### src/rtl/tinker_fetch_unit.sv
// tinker_fetch_unit: decoupled instruction prefetch stage.
// Issues word-aligned requests over a valid/ready port, keeps at most one
// request in flight, and buffers {pc, instr} pairs in a DEPTH-entry
// first-word-fall-through FIFO for decode. A redirect flushes the FIFO and
// discards any response that belongs to the old path.
// Optional build macro: TINKER_FETCH_PERF_EN adds saturating perf counters
// (perf_redirects, perf_starve).

module tinker_fetch_unit #(
    parameter int                 ADDR_W   = 64,
    parameter int                 INSTR_W  = 32,
    parameter int                 DEPTH    = 4,
    parameter logic [ADDR_W-1:0]  RESET_PC = ADDR_W'('h2000)
) (
    input  logic                     clk,
    input  logic                     reset,
    input  logic                     redirect_valid,
    input  logic [ADDR_W-1:0]        redirect_pc,
    output logic                     imem_req_valid,
    input  logic                     imem_req_ready,
    output logic [ADDR_W-1:0]        imem_req_addr,
    input  logic                     imem_resp_valid,
    input  logic [INSTR_W-1:0]       imem_resp_data,
    output logic                     out_valid,
    input  logic                     out_ready,
    output logic [INSTR_W-1:0]       out_instr,
    output logic [ADDR_W-1:0]        out_pc,
    output logic [$clog2(DEPTH):0]   occupancy
`ifdef TINKER_FETCH_PERF_EN
    ,
    output logic [31:0]              perf_redirects,
    output logic [31:0]              perf_starve
`endif
);

    localparam int PTR_W = $clog2(DEPTH);
    localparam int OCC_W = PTR_W + 1;

    localparam logic [1:0] S_REQ  = 2'd0;  // request may be presented
    localparam logic [1:0] S_WAIT = 2'd1;  // accepted request in flight
    localparam logic [1:0] S_DROP = 2'd2;  // in-flight response is stale

    logic [1:0]          state;
    logic [1:0]          state_next;
    logic [ADDR_W-1:0]   fetch_pc;
    logic [PTR_W-1:0]    wr_ptr;
    logic [PTR_W-1:0]    rd_ptr;
    logic [OCC_W-1:0]    occ;

    logic [ADDR_W-1:0]   mem_pc    [DEPTH];
    logic [INSTR_W-1:0]  mem_instr [DEPTH];

    logic                req_fire;
    logic                push;
    logic                pop;
    logic [ADDR_W-1:0]   redirect_target;

    // A request is only offered when the FIFO has room for its response, so
    // the FIFO can never overflow. Reset masks it so nothing leaks out early.
    assign imem_req_valid  = !reset && (state == S_REQ) && (occ < OCC_W'(DEPTH));
    assign imem_req_addr   = fetch_pc;
    assign req_fire        = imem_req_valid && imem_req_ready;

    assign redirect_target = {redirect_pc[ADDR_W-1:2], 2'b00};

    // Redirect cancels both the push of a same-cycle response and any pop.
    assign push = (state == S_WAIT) && imem_resp_valid && !redirect_valid;
    assign pop  = out_valid && out_ready && !redirect_valid;

    assign out_valid = (occ != '0);
    assign occupancy = occ;
    // Storage is not reset, so the head is masked to zero while empty.
    assign out_pc    = out_valid ? mem_pc[rd_ptr]    : '0;
    assign out_instr = out_valid ? mem_instr[rd_ptr] : '0;

    // Next-state selection for the request/response handshake.
    always_comb begin
        // NOTE: default assignment first so every path drives state_next and no latch is inferred.
        state_next = state;
        case (state)
            S_REQ: begin
                // A request accepted in the same cycle as a redirect is still
                // in flight and its response must be thrown away.
                if (req_fire) state_next = redirect_valid ? S_DROP : S_WAIT;
            end
            S_WAIT: begin
                if (imem_resp_valid)     state_next = S_REQ;
                else if (redirect_valid) state_next = S_DROP;
            end
            S_DROP: begin
                if (imem_resp_valid) state_next = S_REQ;
            end
            default: state_next = S_REQ;
        endcase
    end

    // FIFO payload write; entries are only ever read after being written.
    // NOTE: the storage array has no reset -- occupancy alone says which entries are live.
    always_ff @(posedge clk) begin
        if (push) begin
            mem_pc[wr_ptr]    <= fetch_pc;
            mem_instr[wr_ptr] <= imem_resp_data;
        end
    end

    // Control state: FSM, fetch PC, FIFO pointers and occupancy.
    // NOTE: non-blocking assignments so every register samples pre-edge values.
    always_ff @(posedge clk or posedge reset) begin
        if (reset) begin
            state    <= S_REQ;
            fetch_pc <= RESET_PC;
            wr_ptr   <= '0;
            rd_ptr   <= '0;
            occ      <= '0;
        end else begin
            state <= state_next;
            if (redirect_valid) begin
                fetch_pc <= redirect_target;
                wr_ptr   <= '0;
                rd_ptr   <= '0;
                occ      <= '0;
            end else begin
                if (push) begin
                    wr_ptr   <= wr_ptr + 1'b1;
                    fetch_pc <= fetch_pc + ADDR_W'(4);
                end
                if (pop) rd_ptr <= rd_ptr + 1'b1;
                case ({push, pop})
                    2'b10:   occ <= occ + 1'b1;
                    2'b01:   occ <= occ - 1'b1;
                    default: occ <= occ;
                endcase
            end
        end
    end

`ifdef TINKER_FETCH_PERF_EN
    // Saturating counters: redirect cycles and decode-starved cycles.
    always_ff @(posedge clk or posedge reset) begin
        if (reset) begin
            perf_redirects <= '0;
            perf_starve    <= '0;
        end else begin
            if (redirect_valid && (perf_redirects != '1))
                perf_redirects <= perf_redirects + 1'b1;
            if (out_ready && !out_valid && (perf_starve != '1))
                perf_starve <= perf_starve + 1'b1;
        end
    end
`endif

endmodule

### config.mk
export PLATFORM = sky130hd
export DESIGN_NAME = tinker_fetch_unit
export DESIGN_NICKNAME = d
export VERILOG_FILES = /design/src/rtl/tinker_fetch_unit.sv
export SDC_FILE = /design/constraint.sdc
export NUM_CORES = 1
export LEC_CHECK = 0
export CORE_AREA = 8 8 229 253
export DETAILED_ROUTE_END_ITERATION = 10
export DIE_AREA = 0 0 237 261
export MAX_ROUTING_LAYER = met4
export PLACE_DENSITY = 0.57
export SETUP_SLACK_MARGIN = 0.05
export SYNTH_ARGS = -nofsm -noshare
export SYNTH_HDL_FRONTEND = slang
export SYNTH_SLANG_ARGS = --single-unit
### constraint.sdc
create_clock -name clk -period 5.16 [get_ports clk]
set_input_delay 0.516 -clock clk [delete_from_list [all_inputs] [get_ports clk]]
set_output_delay 0.516 -clock clk [all_outputs]
set_load 0.05 [all_outputs]
# Word-level counts from Yosys, hierarchy flattened
# Memories as Yosys holds them, arrays and structs flattened.
# Index checks and enable logic that the tools add are counted.
word_totals:
  ram_bits: 384
  reg_bits: 73
  elab_cells: 53
  romBits: 0
  memories: 2
  in_bits: 102
  latchBits: 0
memory_table:
  columns: ["memory", "depth", "width", "rd", "rd_clocked_by_memory_dff", "wr", "line", "text"]
  rows:
  - ["mem_pc", 4, 64, 1, 0, 1, "50", "logic [ADDR_W-1:0] mem_pc [DEPTH];"]
  - ["mem_instr", 4, 32, 1, 0, 1, "51", "logic [INSTR_W-1:0] mem_instr [DEPTH];"]
classes:
  n_shift: 0
  add_sub_neg: 5
  div: 0
  n_lt_le_gt_ge: 1
  n_reduce_logical: 15
  mux: 18
  mul: 0
  eq_ne: 7
  bitwise_logic: 0
op_table:
  columns: ["cell", "count"]
  rows:
  - ["2-to-1 mux 64 bit", 3]
  - ["adder 64 x 3 -> 64 bit (second input constant)", 1]
  - ["2-to-1 mux 32 bit", 1]
  - ["2-to-1 mux 2 bit", 9]
  - ["logical AND 1 bit", 7]
  - ["case mux 2 bit (3 select lines)", 1]
  - ["case mux 3 bit (2 select lines)", 1]
  - ["nonzero test 3 bit", 2]
  - ["adder 2 x 1 -> 2 bit (second input constant)", 2]
  - ["equality test 2 x 1 -> 1 bit (second input constant)", 2]
  - ["equality test 2 bit (second input constant)", 2]
  - ["!= test 2 bit (second input constant)", 2]
  - ["nonzero test 2 bit", 2]
  - ["adder 3 x 1 -> 3 bit (second input constant)", 1]
  - ["< comparator 3 bit (second input constant)", 1]
  - ["2-to-1 mux 3 bit", 1]
  - ["!= test 3 bit (second input constant)", 1]
  - ["AND reduction 3 bit", 1]
  - ["subtractor 3 x 1 -> 3 bit (second input constant)", 1]
  - ["zero test 1 bit", 2]
  - ["zero test 2 bit", 1]
  - ["2-to-1 mux 1 bit", 2]

# Longest topological paths before layout
depth:
  depth_word: 6
  ltp_mapped: 9

# Worst setup path after synthesis
# OpenSTA, ideal clock, no wires.
synth_path:
  path_kind: "flip-flop to flip-flop"
  from: "reg state[0]"
  to: "mem mem_instr[0][0] (enable)"
  setup_time_ns: 0.464
  setup_slack_ns: 1.139
  t_arrival_ns: 3.557
  required_ns: 4.696
  n_path_buf: 3
  path_stages_with_launch: 6
  cell_sequence: "dfrtp_1 clkbuf_1 and3b_1 clkbuf_1 buf_1 and3_1"
synth_via:
  elab_chain_len: 5
synth_rtl:
  columns: ["item", "line", "text"]
  rows:
  - ["start: declaration", "43", "logic [1:0] state;"]
  - ["start signal: assignment", "116", "state <= state_next;"]
  - ["equality test 2 x 1 -> 1 bit", "67", "assign push = (state == S_WAIT) && imem_resp_valid && !redirect_valid;"]
  - ["logical AND 1 bit (2 in series)", "67", null]
  - ["2-to-1 mux 1 bit", "100", "if (push) begin"]
  - ["2-to-1 mux 1 bit (implied by the code)", "102", "mem_instr[wr_ptr] <= imem_resp_data;"]
  - ["end: declaration", "51", null]
# Every way passes these cells.

# Worst setup path in the final report
layout_path:
  from: "reg occ[2] (netlist: occupancy[2])"
  to: "out out_pc[33]"
layout_via:
  elab_chain_len: 2
layout_rtl:
  columns: ["item", "line", "text"]
  rows:
  - ["start: declaration", "48", "logic [OCC_W-1:0] occ;"]
  - ["start signal: assignment", "129", "2'b10: occ <= occ + 1'b1;"]
  - ["start signal: assignment", "130", "2'b01: occ <= occ - 1'b1;"]
  - ["nonzero test 3 bit", "70", "assign out_valid = (occ != '0);"]
  - ["2-to-1 mux 64 bit", "73", "assign out_pc = out_valid ? mem_pc[rd_ptr] : '0;"]
  - ["end: declaration", "27", "output logic [ADDR_W-1:0] out_pc,"]
# Every way passes these cells.

==> run summary <==
Worst hold stages -> 3
Crit path max-delay cell type -> or3_4
Skew final -> 0.0183 ns
Crit start category -> flop
Die height -> 261 um
Mean post-synth cell area -> 16.6 um^2
Drt wl/cell -> 23.6 um
Internal -> 0.00678 W
Global Route Usage Sum -> 16.5%
CP Max Fanout -> 81
Min Tclk post-route -> 3.80 ns
FMAX -> 0.263 GHz
Crit path required time -> 4.64 ns
Slowest Stage Delay on Critical Path -> 0.82 ns
H-tree levels -> 2
Main synth FF type -> edfxtp_1
Clock share of power -> 35.2%
RSZ-0062 raised after global routing -> false
Commonest non-fill, non-tap cell in the layout -> edfxtp_1
DRC viols -> 0
First-pass GRT wire length -> 74,800 um
CTS sink count -> 447
Sequential element share of the synthesized area -> 70.4%
Placed Cells incl. Taps -> 2,019
Via count -> 10,900
Worst Setup SP -> occupancy[2]$_DFFE_PP0P_
Simple-Gate Fraction of Synth Area -> 10.9%
Worst EP arrival -> 3.28 ns
Rows -> 90
Io pins -> 267
Worst path cell trace -> or3_4 > buf_4 > and2_1 > clkdlybuf4s50_1
Outcome -> finished clean
Final #Nets -> 1,486
Compound-Gate Fraction of Synth Area -> 3.10%
EDFF count, synth -> 376
Hold_buf cts -> 0
CTS tree -> done
Slew Viols, Final -> 0
Via density -> 5.17
Antenna violations before repair -> 4
DIE AREA -> 0.0619 mm^2
Initial core utilization -> 34.4%
Port bufs -> 260
Reg2reg start -> imem_req_addr[2]$_DFFE_PP0N_
Logic pwr share -> 21.8%
DR iter-0 viols -> 780
Multiplexer share of the synthesized area -> 11.8%
YS warnings -> 0
Xor/xnor share of the synthesized area -> 1.61%
VDD IR max -> 0.299 mV
Adder-cell share of the synthesized area -> 0.445%
Final Cycle Share -> 73.6%
First-pass iteration count of the detailed router -> 5
Max-Slew Margin vs Limit -> 33.8%
Pwr dens -> 412 mW/mm^2
Total grt overflow -> 0
Fin util -> 43.6%
Switching share of total power -> 30.1%
TritonCTS buffer count -> 47
Chip Width -> 237 um
Worst hold start -> redirect_valid
DP HPWL -> 31,800 um
Crit path kind -> reg -> out
Cell area after synthesis -> 0.0186 mm^2
Final TNS setup -> 0 ns
CTS root buf -> clkbuf_16
Register share of total power -> 43.0%
Cell Count, Final, Fillers Out -> 2,110
Final instance area -> 0.0235 mm^2
Max-Cap Viols -> 0
Largest family of logic cells by synthesized area -> multiplexers
Core Area -> 0.0539 mm^2
Mapped Cells -> 1,115
RePlAce Congestion -> 0.782
Worst setup EP type -> output port
Skew-Pair Late Insertion Delay -> 0.58 ns
Setup-failing EPs final -> 0
Final WL -> 49,700 um
Clock transition at the registers of the reported paths -> 0.06 ns
R2R depth -> 6
Net Switching -> 0.00292 W
Final Hold Fails -> 0
Number of nets with antenna violations after routing -> 0
CTS resizes -> 0
Commonest non-fill, non-tap cells in the layout -> 376 x edfxtp_1, 259 x clkdlybuf4s50_1, 97 x and2_1, 94 x mux4_2, 70 x nand2_1
Flop and latch count out of synthesis -> 447
CTS max path bufs -> 3
Post-CTS Repair Setup Buffers -> 0
Unique masters post-synth -> 58
LEAKAGE -> 7.58 nW
Placement Cell Area -> 0.0220 mm^2
Fin Hold WS -> 0.347 ns
Largest net degree at the start of global routing -> 82
Layout cells sized above 1 -> 14.1%
Vias in the first global route -> 11,400
Area delta synth->final -> 26.8%
Worst Tran Pin Value -> 0.993 ns
Hold Path Class -> in -> reg
Asr flop ratio synth -> 15.9%
worst max-delay path, delay by kind of cell, from the launching register on:
kind | cells | cell delay [ns]
and+or+nand+nor | 2 | 1.01
buffers and inverters | 2 | 1.18
DFF | 1 | 0.46
per-stage QoR:
| stage | power, W | setup WS [ns] |
|---|---|---|
| finish | 0.00970 | 1.36 |
| CTS | 0.00985 | 1.24 |
| global placement | 0.00640 | 1.65 |
| detailed placement | 0.00640 | 1.63 |
| floorplan | 0.00559 | 1.14 |
| global route | 0.0101 | 1.12 |
power by group through the flow:
stage               sequential, W  clock (W)  combinational, W
floorplan                 0.00434          0           0.00124
finish                    0.00417    0.00341           0.00211
CTS                       0.00417    0.00351           0.00216
detailed placement        0.00425          0           0.00215
global placement          0.00424          0           0.00216
global route              0.00419    0.00365           0.00223
synthesized netlist by cell type, drive strengths merged (12+ instances only):
cell | n | area share [%]
and3 | 18 | 0.61
mux4 | 94 | 11
a31oi | 18 | 0.61
edfxtp | 376 | 61
buf | 17 | 0.47
nand3 | 30 | 0.81
nand4 | 25 | 0.92
nor3 | 12 | 0.32
clkbuf | 50 | 1.0
dfrtp | 70 | 9.4
xor2 | 12 | 0.57
nand2 | 70 | 1.4
or4 | 21 | 0.87
xnor2 | 22 | 1.0
o21ai | 36 | 0.97
nor2 | 39 | 0.79
and2 | 97 | 3.3
nor4 | 17 | 0.65
o31ai | 14 | 0.57
cell families (layout without fill, tap and decap cells):
family	after synthesis	count (layout)
AOI/OAI and AO/OA	89	89
other	1	8
DFF	447	447
buffers and inverters	78	376
muxes	101	101
and+or+nand+nor	359	359
adders and majority gates	6	6
xor gates and xnor gates	34	34
registers in the layout, summed over array words and instances, names as in the netlist:
signal / count
wr_ptr: 2
state: 2
rd_ptr: 2
mem_instr: 128
mem_pc: 248
occupancy: 3
imem_req_addr: 62
worst paths after layout:
check | end | slack [ns]
worst min-delay path | imem_req_addr[2]$_DFFE_PP0N_ | 0.35
worst max-delay path | out_pc[33] | 1.36
max in group asynchronous | imem_req_addr[13]$_DFFE_PP1N_ | 3.66
worst max register to register | imem_req_addr[44]$_DFFE_PP0N_ | 2.05
min in group asynchronous | imem_req_addr[14]$_DFFE_PP0N_ | 0.53
worst min register to register | wr_ptr[1]$_DFFE_PP0N_ | 0.57
layer usage:
layer / vias up / track usage, % / part of all wire [%]
met5: - / - / 0
met4: 0 / 3.79 / 1.8
met3: 63 / 3.58 / 5.2
met2: 280 / 27.7 / 50
met1: 5651 / 20.4 / 43
li1: 4923 / - / -
layout make-up:
type | instances | area, um^2
timing repair buffer | 278 | 2790
clock buffer | 60 | 1270
multi-input combinational | 593 | 5200
tap | 690 | 863
inverter | 11 | 42.5
sequential | 447 | 13100
antenna | 4 | 10.0
fill | 4791 | 30400
clock inverter | 27 | 285
Note: power is estimated with default switching activity, not from simulation.
